===== config.mk =====
export PLATFORM = sky130hd
export DESIGN_NAME = mult16_pp_gen
export DESIGN_NICKNAME = d
export VERILOG_FILES = /design/src/rtl/mult16_pp_gen.sv
export SDC_FILE = /design/constraint.sdc
export NUM_CORES = 1
export LEC_CHECK = 0
export CELL_PAD_IN_SITES_DETAIL_PLACEMENT = 0
export CELL_PAD_IN_SITES_GLOBAL_PLACEMENT = 2
export CORE_MARGIN = 2
export CORE_UTILIZATION = 29
export CTS_CLUSTER_DIAMETER = 100
export DETAILED_ROUTE_END_ITERATION = 10
export PLACE_DENSITY = 0.77
export SLEW_MARGIN = 5
export SYNTH_ARGS = -nofsm -noshare
export SYNTH_HDL_FRONTEND = slang
export SYNTH_SLANG_ARGS = --single-unit

===== constraint.sdc =====
create_clock -name clk -period 4 [get_ports clk]
set_input_delay 1.2 -clock clk [delete_from_list [all_inputs] [get_ports clk]]
set_output_delay 1.2 -clock clk [all_outputs]
set_load 0.02 [all_outputs]

===== src/rtl/mult16_pp_gen.sv =====
// Sequential 16x16 unsigned partial-product generator: streams shifted rows over a
// valid/ready handshake and accumulates them into the exact 32-bit product.
module mult16_pp_gen #(
    parameter bit SKIP_ZERO = 1'b0
) (
    input  logic        clk,
    input  logic        rst,
    input  logic        in_valid,
    output logic        in_ready,
    input  logic [15:0] in_a,
    input  logic [15:0] in_b,
    output logic        pp_valid,
    input  logic        pp_ready,
    output logic [31:0] pp_row,
    output logic [3:0]  pp_idx,
    output logic        pp_last,
    output logic        prod_valid,
    output logic [31:0] prod,
    output logic        busy
);

    typedef enum logic [0:0] {
        ST_IDLE = 1'b0,
        ST_EMIT = 1'b1
    } state_t;

    state_t      state_q, state_d;
    logic [15:0] a_q, a_d;
    logic [15:0] b_q, b_d;
    logic [3:0]  idx_q, idx_d;
    logic [31:0] acc_q, acc_d;
    logic [31:0] prod_q, prod_d;
    logic        prod_valid_q, prod_valid_d;

    logic        emit_s;
    logic        accept_s;
    logic        fire_s;
    logic        zero_short_s;
    logic        last_s;
    logic [3:0]  first_idx_s;
    logic [31:0] row_s;
    logic [31:0] sum_s;

    function automatic logic [3:0] lowest_set(input logic [15:0] v);
        logic [3:0] r;
        r = 4'd0;
        for (int i = 15; i >= 0; i--) begin
            if (v[i]) r = i[3:0];
        end
        return r;
    endfunction

    function automatic logic [3:0] highest_set(input logic [15:0] v);
        logic [3:0] r;
        r = 4'd0;
        for (int i = 0; i < 16; i++) begin
            if (v[i]) r = i[3:0];
        end
        return r;
    endfunction

    // Lowest set bit strictly above cur; caller guarantees one exists.
    function automatic logic [3:0] next_set(input logic [15:0] v, input logic [3:0] cur);
        logic [3:0] r;
        r = cur;
        for (int i = 15; i >= 0; i--) begin
            if (v[i] && (i[3:0] > cur)) r = i[3:0];
        end
        return r;
    endfunction

    // Handshake qualifiers and row datapath shared by all processes.
    always_comb begin
        emit_s       = (state_q == ST_EMIT);
        accept_s     = in_valid & ~emit_s;
        fire_s       = emit_s & pp_ready;
        zero_short_s = SKIP_ZERO && (in_b == 16'd0);
        first_idx_s  = SKIP_ZERO ? lowest_set(in_b) : 4'd0;
        if (SKIP_ZERO) begin
            last_s = emit_s & (idx_q == highest_set(b_q));
        end else begin
            last_s = emit_s & (idx_q == 4'd15);
        end
        if (emit_s && b_q[idx_q]) begin
            row_s = {16'd0, a_q} << idx_q;
        end else begin
            row_s = 32'd0;
        end
        sum_s = acc_q + row_s;
    end

    // State register.
    always_ff @(posedge clk or posedge rst) begin
        if (rst) begin
            state_q <= ST_IDLE;
        end else begin
            state_q <= state_d;
        end
    end

    // Next-state logic.
    always_comb begin
        state_d = state_q;
        case (state_q)
            ST_IDLE: begin
                if (accept_s && !zero_short_s) begin
                    state_d = ST_EMIT;
                end else begin
                    state_d = ST_IDLE;
                end
            end
            ST_EMIT: begin
                if (fire_s && last_s) begin
                    state_d = ST_IDLE;
                end else begin
                    state_d = ST_EMIT;
                end
            end
            default: state_d = ST_IDLE;
        endcase
    end

    // Output decode.
    always_comb begin
        in_ready   = ~emit_s;
        pp_valid   = emit_s;
        busy       = emit_s;
        pp_row     = row_s;
        pp_idx     = emit_s ? idx_q : 4'd0;
        pp_last    = last_s;
        prod_valid = prod_valid_q;
        prod       = prod_q;
    end

    // Operand, index, accumulator and product next-state.
    always_comb begin
        a_d          = a_q;
        b_d          = b_q;
        idx_d        = idx_q;
        acc_d        = acc_q;
        prod_d       = prod_q;
        prod_valid_d = 1'b0;
        if (accept_s) begin
            a_d   = in_a;
            b_d   = in_b;
            idx_d = first_idx_s;
            acc_d = 32'd0;
            if (zero_short_s) begin
                prod_d       = 32'd0;
                prod_valid_d = 1'b1;
            end else begin
                prod_valid_d = 1'b0;
            end
        end else if (fire_s) begin
            acc_d = sum_s;
            if (last_s) begin
                prod_d       = sum_s;
                prod_valid_d = 1'b1;
            end else if (SKIP_ZERO) begin
                idx_d = next_set(b_q, idx_q);
            end else begin
                idx_d = idx_q + 4'd1;
            end
        end else begin
            prod_valid_d = 1'b0;
        end
    end

    // Datapath registers.
    always_ff @(posedge clk or posedge rst) begin
        if (rst) begin
            a_q          <= 16'd0;
            b_q          <= 16'd0;
            idx_q        <= 4'd0;
            acc_q        <= 32'd0;
            prod_q       <= 32'd0;
            prod_valid_q <= 1'b0;
        end else begin
            a_q          <= a_d;
            b_q          <= b_d;
            idx_q        <= idx_d;
            acc_q        <= acc_d;
            prod_q       <= prod_d;
            prod_valid_q <= prod_valid_d;
        end
    end

endmodule


==> results_dict.tcl <==
set metrics [dict create \
    syn_area_um2 6610 \
    ys_types 60 \
    vias 6080 \
    syn-instance-count 767 \
    cp.required_ns 4.24 \
    netlist.area_leader.share 0.386 \
    period_share 0.985 \
    slew_violations 0 \
    grt-ovfl-total 0 \
    route.detailed.drc 0 \
    htree_levels 3 \
    synthArstFlopShare 1.00 \
    drt_iter0_markers 254 \
    worst-path-max-fanout 8 \
    clock_sinks 102 \
    fin_crit_ns 3.94 \
    crit_type "flip-flop to flip-flop" \
    critPathArrivalTime_ns 4.18 \
    cts_buffer_depth 2 \
    yosysSeqAreaShare 0.386 \
    yosysMostFrequentCell "nand2_1" \
    die_area_um2 24000 \
    finalClockSkew_ns 0.0110 \
    cp_slowest_cell "mux4_2" \
    ant_nets 0 \
    critPathCaptureType "flip-flop" \
    syn-num-nets 836 \
    ir_drop_v 0.000378 \
    dp.cells 1196 \
    synth-edff-count 0 \
    path_cells "mux4_2 > nand2_2 > nand2_2 > buf_4 > nand3b_1 > buf_6 > nor2_1 > ha_1 > o211ai_1 > o211ai_1 > a31oi_4 > o21a_1 > buf_4 > buf_4 > o211ai_1 > a21oi_1 > xor2_1 > o21ai_0" \
    clkSlewWorstSetupHoldPaths_ns 0.08 \
    wirelength_um 20600 \
    synth_ff_type "dfrtp_1" \
    grt_pass1_vias 6125 \
    hold_buffers 0 \
    firstDrtPassIters 4 \
    area_growth_pct 40.9 \
    yosys-top-cells-area "dfrtp_1, nand2_1, ha_1" \
    status "completed" \
    whs_ns 0.473 \
    cts_root_buf "clkbuf_16" \
    stdcell_count 1226 \
    tightest_slew_ns 0.679 \
    num_rows 55 \
    die_y_um 155 \
    diodes 0 \
    max_cap_violations 0 \
    grt_max_degree 59 \
    worstSkewPairLatency_ns 0.35 \
    grt_pass1_wl_um 33200 \
    slew_headroom 0.546 \
    p_total_mw 8.38 \
    io_buffers 107 \
    start_util 0.294 \
    ios 109 \
    synth-seq-cells 102 \
    cellPowerDensity_nw_per_um2 900 \
    cts_made_buffers 9 \
    grt_use_total 0.174 \
    fin_nets 1005 \
    slowest_delay_ns 0.54 \
    finalHoldViolCount 0 \
    die_w_um 155 \
    vias_per_cell 4.96 \
    dp_hpwl_um 15400 \
    yosys-top-cells-count "nand2_1, dfrtp_1, nor2_1" \
    place.gp.congestion 0.814 \
    rsz0062_at_grt "yes" \
    hp-class "flip-flop to flip-flop" \
    syn-mean-instance-area_um2 8.62 \
    drive_gt1_frac 0.226 \
    fmax_mhz 254 \
    p_leak_nw 4.58 \
    yosysTopAreaCell "dfrtp_1" \
    yosys_warnings 0 \
    cts_tree "done" \
    setup_viol 0 \
    grt_antenna_before_repair 0 \
    wl_per_cell_um 16.8 \
    core_region_area_um2 22500 \
    start_kind "flip-flop" \
]
## layout make-up
class | instances | area (um2)
inverters | 18 | 70.1
flip-flops and latches | 102 | 2550
fillers | 2267 | 13200
repair buffers | 198 | 1830
clock buffers | 10 | 229
multi-input cells | 607 | 4220
clock inverters | 6 | 55.1
well taps | 285 | 357
## state kept, by name, summed over array words and instances (netlist names)
register    cells
prod           32
b_q            16
idx_q           4
prod_valid      1
acc_q          32
busy            1
a_q            16
## cell usage in the layout (no fill, tap or decap), types with 20 or more instances in the layout
master / count
a21o_1: 20
buf_4: 85
a22o_1: 22
clkdlybuf4s50_1: 80
dfrtp_1: 101
nand2_1: 190
o21ai_0: 21
ha_1: 27
a21oi_1: 22
nor2_1: 47
## report_power, final
group	total, mW	switching [mW]	internal (mW)	leakage (nW)
registers	1.75	0.300	1.45	1.31
logic	5.77	3.12	2.65	3.14
clock network	0.867	0.432	0.434	0.133
## worst paths after layout
kind	from	endpoint	slack (ns)	cells after the start
max	idx_q[0]	acc_q[27]	0.06	18
min	prod[12]	prod[12]	0.47	2
max reg2reg	idx_q[0]	acc_q[27]	0.06	18
min reg2reg	prod[12]	prod[12]	0.47	2
max in group asynchronous	rst	idx_q[3]	1.99	3
min in group asynchronous	rst	prod[17]	1.27	2
## worst max-delay path, delay by kind of cell, from the launching register on
family	cells	cell delay, ns
compound gates	7	1.25
xor+xnor	1	0.21
fa+ha+maj	1	0.36
buf+inv	4	0.58
flops	1	0.44
mux	1	0.54
simple gates	4	0.44
## cell families after synthesis
family,after synthesis,share of synthesized area
AO/OA/AOI/OAI,170,0.182
adder cells (fa/ha/maj),33,0.0636
buffers and inverters,58,0.0346
AND/OR/NAND/NOR,332,0.219
XOR/XNOR,23,0.0305
flip-flops,102,0.386
other,1,0.000567
multiplexers,48,0.0837
## metrics by stage
step	util	area (um2)	setup slack [ns]	TNS, ns
global placement	0.379	8540	-0.0619	-0.304
CTS	0.394	8870	-0.00565	-0.0101
floorplan	-	6640	-0.00340	-0.00489
finish	0.414	9310	0.0590	0
detailed placement	0.379	8540	-0.139	-1.06
global route	0.414	9310	-0.152	-1.07
## repair_timing
item	4_1_cts	5_1_grt
pin swaps	1	28
endpoints found under the setup margin	44	48
hold endpoints to repair	0	0
setup buffers	0	14
gates resized for setup	28	90
## per-layer routing
metal | vias to the layer above | global-route usage | wire length [um]
met2 | 134 | 0.289 | 9740
met5 | - | 0 | 0
met3 | 21 | 0.0273 | 666
met1 | 2888 | 0.241 | 9850
li1 | 3037 | - | -
met4 | 0 | 0.0370 | 318
(Power assumes the default switching activity.)
